## config.mk

```make
export PLATFORM = sky130hd
export DESIGN_NAME = pckys_button_reader
export DESIGN_NICKNAME = d
export VERILOG_FILES = /design/src/rtl/pckys_button_reader.sv
export SDC_FILE = /design/constraint.sdc
export NUM_CORES = 1
export LEC_CHECK = 0
export CORE_MARGIN = 2
export CORE_UTILIZATION = 61
export CTS_CLUSTER_DIAMETER = 150
export DETAILED_ROUTE_END_ITERATION = 8
export PLACE_DENSITY = 0.76
export SLEW_MARGIN = 20
export SYNTH_ARGS = -nofsm -noshare
export SYNTH_HDL_FRONTEND = slang
export SYNTH_SLANG_ARGS = --single-unit
```

## constraint.sdc

```tcl
create_clock -name clk -period 8.58 [get_ports clk]
set_clock_uncertainty 0.05 [all_clocks]
set_input_delay 0.858 -clock clk [delete_from_list [all_inputs] [get_ports clk]]
set_output_delay 0.858 -clock clk [all_outputs]
set_load 0.01 [all_outputs]
```

## src/rtl/pckys_button_reader.sv

```systemverilog
// Button front end: per-button sync + debounce lanes, press/release pending mask,
// and a small event FIFO drained by the game core over valid/ready.

module pckys_btn_lane #(
  parameter int DEB_CYCLES = 16
) (
  input  logic clk,
  input  logic rst,
  input  logic ena,
  input  logic btn_in,
  output logic stable,
  output logic flip
);

  localparam logic [7:0] CNT_MAX = 8'(DEB_CYCLES - 1);

  logic       sync1_q, sync1_d;
  logic       sync2_q, sync2_d;
  logic       stable_q, stable_d;
  logic [7:0] cnt_q, cnt_d;

  always_comb begin
    sync1_d  = btn_in;
    sync2_d  = sync1_q;
    stable_d = stable_q;
    cnt_d    = cnt_q;
    flip     = 1'b0;
    // Synchroniser keeps running while disabled; only the debounce freezes.
    if (ena) begin
      if (sync2_q == stable_q) begin
        cnt_d = '0;
      end else if (cnt_q == CNT_MAX) begin
        stable_d = sync2_q;
        cnt_d    = '0;
        flip     = 1'b1;
      end else begin
        cnt_d = cnt_q + 8'd1;
      end
    end
  end

  always_ff @(posedge clk or posedge rst) begin
    if (rst) begin
      sync1_q  <= 1'b0;
      sync2_q  <= 1'b0;
      stable_q <= 1'b0;
      cnt_q    <= '0;
    end else begin
      sync1_q  <= sync1_d;
      sync2_q  <= sync2_d;
      stable_q <= stable_d;
      cnt_q    <= cnt_d;
    end
  end

  assign stable = stable_q;

endmodule

module pckys_button_reader #(
  parameter int N_BTN      = 8,
  parameter int DEB_CYCLES = 16,
  parameter int FIFO_DEPTH = 4
) (
  input  logic             clk,
  input  logic             rst,
  input  logic             ena,
  input  logic [N_BTN-1:0] btn_in,
  output logic [N_BTN-1:0] btn_state,
  output logic             evt_valid,
  output logic [3:0]       evt_code,
  input  logic             evt_ready,
  output logic             overflow,
  input  logic             clr_ovf
);

  localparam int IW = $clog2(N_BTN);
  localparam int PW = $clog2(FIFO_DEPTH);
  localparam int CW = PW + 1;

  logic [N_BTN-1:0] stable, flip;

  for (genvar g = 0; g < N_BTN; g++) begin : g_lane
    pckys_btn_lane #(.DEB_CYCLES(DEB_CYCLES)) u_lane (
      .clk    (clk),
      .rst    (rst),
      .ena    (ena),
      .btn_in (btn_in[g]),
      .stable (stable[g]),
      .flip   (flip[g])
    );
  end

  logic [N_BTN-1:0]                  pending_q, pending_d;
  logic [FIFO_DEPTH-1:0][IW:0]       mem_q, mem_d;
  logic [PW-1:0]                     wr_ptr_q, wr_ptr_d;
  logic [PW-1:0]                     rd_ptr_q, rd_ptr_d;
  logic [CW-1:0]                     count_q, count_d;
  logic                              evt_valid_q, evt_valid_d;
  logic [3:0]                        evt_code_q, evt_code_d;
  logic                              overflow_q, overflow_d;
  logic [IW-1:0]                     push_idx;
  logic                              push, pop, collide;

  // Lowest-index pending button has priority.
  always_comb begin
    push_idx = '0;
    for (int i = N_BTN - 1; i >= 0; i--) begin
      if (pending_q[i]) push_idx = IW'(i);
    end
  end

  // Fullness is judged at cycle start, so a same-cycle pop does not free a slot.
  assign push = ena && (|pending_q) && (count_q < CW'(FIFO_DEPTH));
  assign pop  = evt_valid_q && evt_ready;

  always_comb begin
    pending_d = pending_q;
    collide   = 1'b0;
    if (push) pending_d[push_idx] = 1'b0;
    // A flip on a bit pushed this cycle re-arms it; otherwise a second
    // flip cancels the first and the pair is lost.
    for (int i = 0; i < N_BTN; i++) begin
      if (flip[i]) begin
        if (pending_d[i]) begin
          pending_d[i] = 1'b0;
          collide      = 1'b1;
        end else begin
          pending_d[i] = 1'b1;
        end
      end
    end
  end

  always_comb begin
    if (collide)      overflow_d = 1'b1;
    else if (clr_ovf) overflow_d = 1'b0;
    else              overflow_d = overflow_q;
  end

  always_comb begin
    mem_d    = mem_q;
    wr_ptr_d = wr_ptr_q;
    rd_ptr_d = rd_ptr_q;
    if (push) begin
      mem_d[wr_ptr_q] = {stable[push_idx], push_idx};
      wr_ptr_d        = wr_ptr_q + 1'b1;
    end
    if (pop) rd_ptr_d = rd_ptr_q + 1'b1;
    count_d     = count_q + CW'(push) - CW'(pop);
    evt_valid_d = (count_d != '0);
    evt_code_d  = evt_valid_d ? 4'(mem_d[rd_ptr_d]) : 4'h0;
  end

  always_ff @(posedge clk or posedge rst) begin
    if (rst) begin
      pending_q   <= '0;
      mem_q       <= '0;
      wr_ptr_q    <= '0;
      rd_ptr_q    <= '0;
      count_q     <= '0;
      evt_valid_q <= 1'b0;
      evt_code_q  <= 4'h0;
      overflow_q  <= 1'b0;
    end else begin
      pending_q   <= pending_d;
      mem_q       <= mem_d;
      wr_ptr_q    <= wr_ptr_d;
      rd_ptr_q    <= rd_ptr_d;
      count_q     <= count_d;
      evt_valid_q <= evt_valid_d;
      evt_code_q  <= evt_code_d;
      overflow_q  <= overflow_d;
    end
  end

  assign btn_state = stable;
  assign evt_valid = evt_valid_q;
  assign evt_code  = evt_code_q;
  assign overflow  = overflow_q;

endmodule

```

==> reports/qor.yml <==
syn-num-nets: 653
clk_pin_slew_ps: 50
port_buffers: 26
grt_usage_pct: 24.3
wl_um: 12300
avgSynthCellArea_um2: 9.97
hold_class: "reg -> reg"
syn_area_mm2: 0.00622
fill_cells: 720
io_pins: 27
outcome: "complete, no violations"
root_buffer: "clkbuf_8"
swShare_pct: 28.2
antenna_cells: 0
postCtsSetupRepairBufs: 0
route.detailed.wl_per_inst_um: 15.5
grt_max_degree: 73
power_mw: 1.70
clock_latency_ps: 530
first_pass_iters: 4
netlist_top_cells_area: "dfrtp_1, o21ai_0, nand2_1"
via_per_inst: 5.84
postSynth.asyncResetShare_pct: 100
final_cell_mix: "dfrtp_1, o21ai_0, nand2_1, nand3_1, inv_1"
cts_tree: "yes"
power_leakage_nw: 3.18
drive_above_1_share_pct: 8.62
rsz0062_at_grt: "false"
crit_type: "in -> reg"
p_comb_share_pct: 20.3
pwr-share-seq_pct: 39.7
die-area_mm2: 0.0110
die_height_um: 105
place_inst: 764
holdWs_ps: 296
p_int_mw: 1.22
synth_edf_count: 0
min_period_ps: 4380
max_cap_viol_count: 0
clock_power_share_pct: 40.0
die_w_um: 105
final_common_cell: "dfrtp_1"
ys_ff_latch: 125
endpoint_kind: "flop"
crit_path_max_fanout: 45
start_util_pct: 63.4
ant_nets: 0
ctsResizeCount: 0
synth_top_area_cell: "dfrtp_1"
rr_worst_depth: 14
max_freq_mhz: 229
final_cells: 794
drtIter0Drc: 253
grt_antenna_before_repair: 0
grt_first_pass_wirelength_um: 21100
remaining_drc_errors: 0
worstMarginPinSlew_ps: 863
ys.flop_type: "dfrtp_1"
numCtsBuffers: 17
cts.path.max_buffers: 2
p_sw_uw: 478
pwr_density_cell_mw_per_mm2: 239
vias: 4638
register_area_mm2: 0.00313
setup_viol: 0
syn2layout_area_growth_pct: 14.3
core.rowCount: 36
nets: 679
grt_overflow: 0
routabilityCongestion: 0.842
crit_required_ps: 8920
clock_sinks: 125
period_share_pct: 51.0
synth_cells: 624
hold_viol: 0
cp.arrival_ps: 4720
hpwlAfterDp_um: 8270
setup_tns_ps: 0
seq_area_frac_synth_pct: 50.3
hold_buffers: 0
yosysWarnings: 0
multi_input_area_mm2: 0.00282
coreArea_mm2: 0.00982
fin_util_pct: 72.4
cp-start-kind: "input port"
vdd_ir_drop_max_mv: 0.172
synth.top_cell.area_share_pct: 50.3
slew_viol_final: 0
grt_pass1_vias: 4427
ctsHtreeMaxLevel: 4
synth.distinct_cells: 57
timing.slew.headroom_pct: 42.5
holdPathStages: 0
worst paths after layout:
path                                     startpoint                        to  slack (ps)
hold / removal             g_lane[0].u_lane.sync1_q  g_lane[0].u_lane.sync2_q         300
setup / recovery                                ena               evt_code[3]        4200
max in group asynchronous                       rst              pending_q[6]        6460
setup reg to reg                       pending_q[0]               evt_code[3]        4740
hold reg to reg            g_lane[0].u_lane.sync1_q  g_lane[0].u_lane.sync2_q         300
min in group asynchronous                       rst  g_lane[2].u_lane.sync2_q         820
layout make-up:
type | instances | area share, %
clock buffers | 23 | 6.71
clock inverters | 7 | 1.23
inverters | 38 | 2.06
multi-input cells | 438 | 39.7
flip-flops and latches | 125 | 44.0
well taps | 133 | 2.34
repair buffers | 30 | 4.01
sequential cells by signal, summed over array words and instances (netlist names):
register,cells
g_lane.u_lane.cnt_q,64
mem_q,16
g_lane.u_lane.stable,8
g_lane.u_lane.sync1_q,8
g_lane.u_lane.sync2_q,8
pending_q,8
evt_code,4
count_q,3
rd_ptr_q,2
wr_ptr_q,2
evt_valid,1
overflow,1
critical path: stages:
cell      delay (ps)
buf_2            540
nand2b_1         290
a21oi_2          610
clkinv_2         240
ha_1             330
inv_1             60
ha_1             130
inv_1             50
fa_1             480
inv_1             60
nor3_2           500
nand2b_1         220
a221oi_1          60
a311oi_1         210
a21oi_1           70
synthesized netlist by cell type (11+ instances only):
| cell type | number |
|---|---|
| and3_1 | 24 |
| dfrtp_1 | 125 |
| ha_1 | 15 |
| inv_1 | 37 |
| mux2_2 | 11 |
| mux2i_1 | 16 |
| nand2_1 | 79 |
| nand3_1 | 38 |
| nor2_1 | 16 |
| o21ai_0 | 81 |
| o22ai_1 | 17 |
| xnor2_1 | 22 |
| xor2_1 | 13 |
stage by stage:
stage	setup slack, ps	instance area [um^2]
2_1_floorplan	4340	6220
3_3_place_gp	3830	6550
3_5_place_dp	3680	6550
4_1_cts	4230	7110
5_1_grt	3850	7110
6_report	4200	7110
power by group through the flow:
stage                     combinational (mW)  clock, mW  sequential (mW)
after floorplan                        0.262          0            0.675
after global placement                 0.328          0            0.681
after detailed placement               0.339          0            0.683
after CTS                              0.343      0.693            0.674
after global routing                   0.382      0.715            0.679
final                                  0.344      0.679            0.674
cell families (layout without fill, tap and decap cells):
family,count (synthesis),after routing,share of synthesized area [%]
adders and majority gates,16,16,3.34
buffers and inverters,61,98,4.40
DFF,125,125,50.3
muxes,29,29,4.99
xor gates and xnor gates,36,36,5.31
and+or+nand+nor,211,211,17.2
AOI/OAI and AO/OA,146,146,14.5
metal layers:
| layer | wire [um] | up-vias | track usage, % |
|---|---|---|---|
| met5 | 0 | - | 0 |
| met4 | 159 | 0 | 8.29 |
| met3 | 530 | 15 | 7.24 |
| met2 | 5920 | 100 | 38.1 |
| met1 | 5700 | 2265 | 32.5 |
| li1 | - | 2258 | - |
Note: power is estimated with default switching activity, not from simulation.
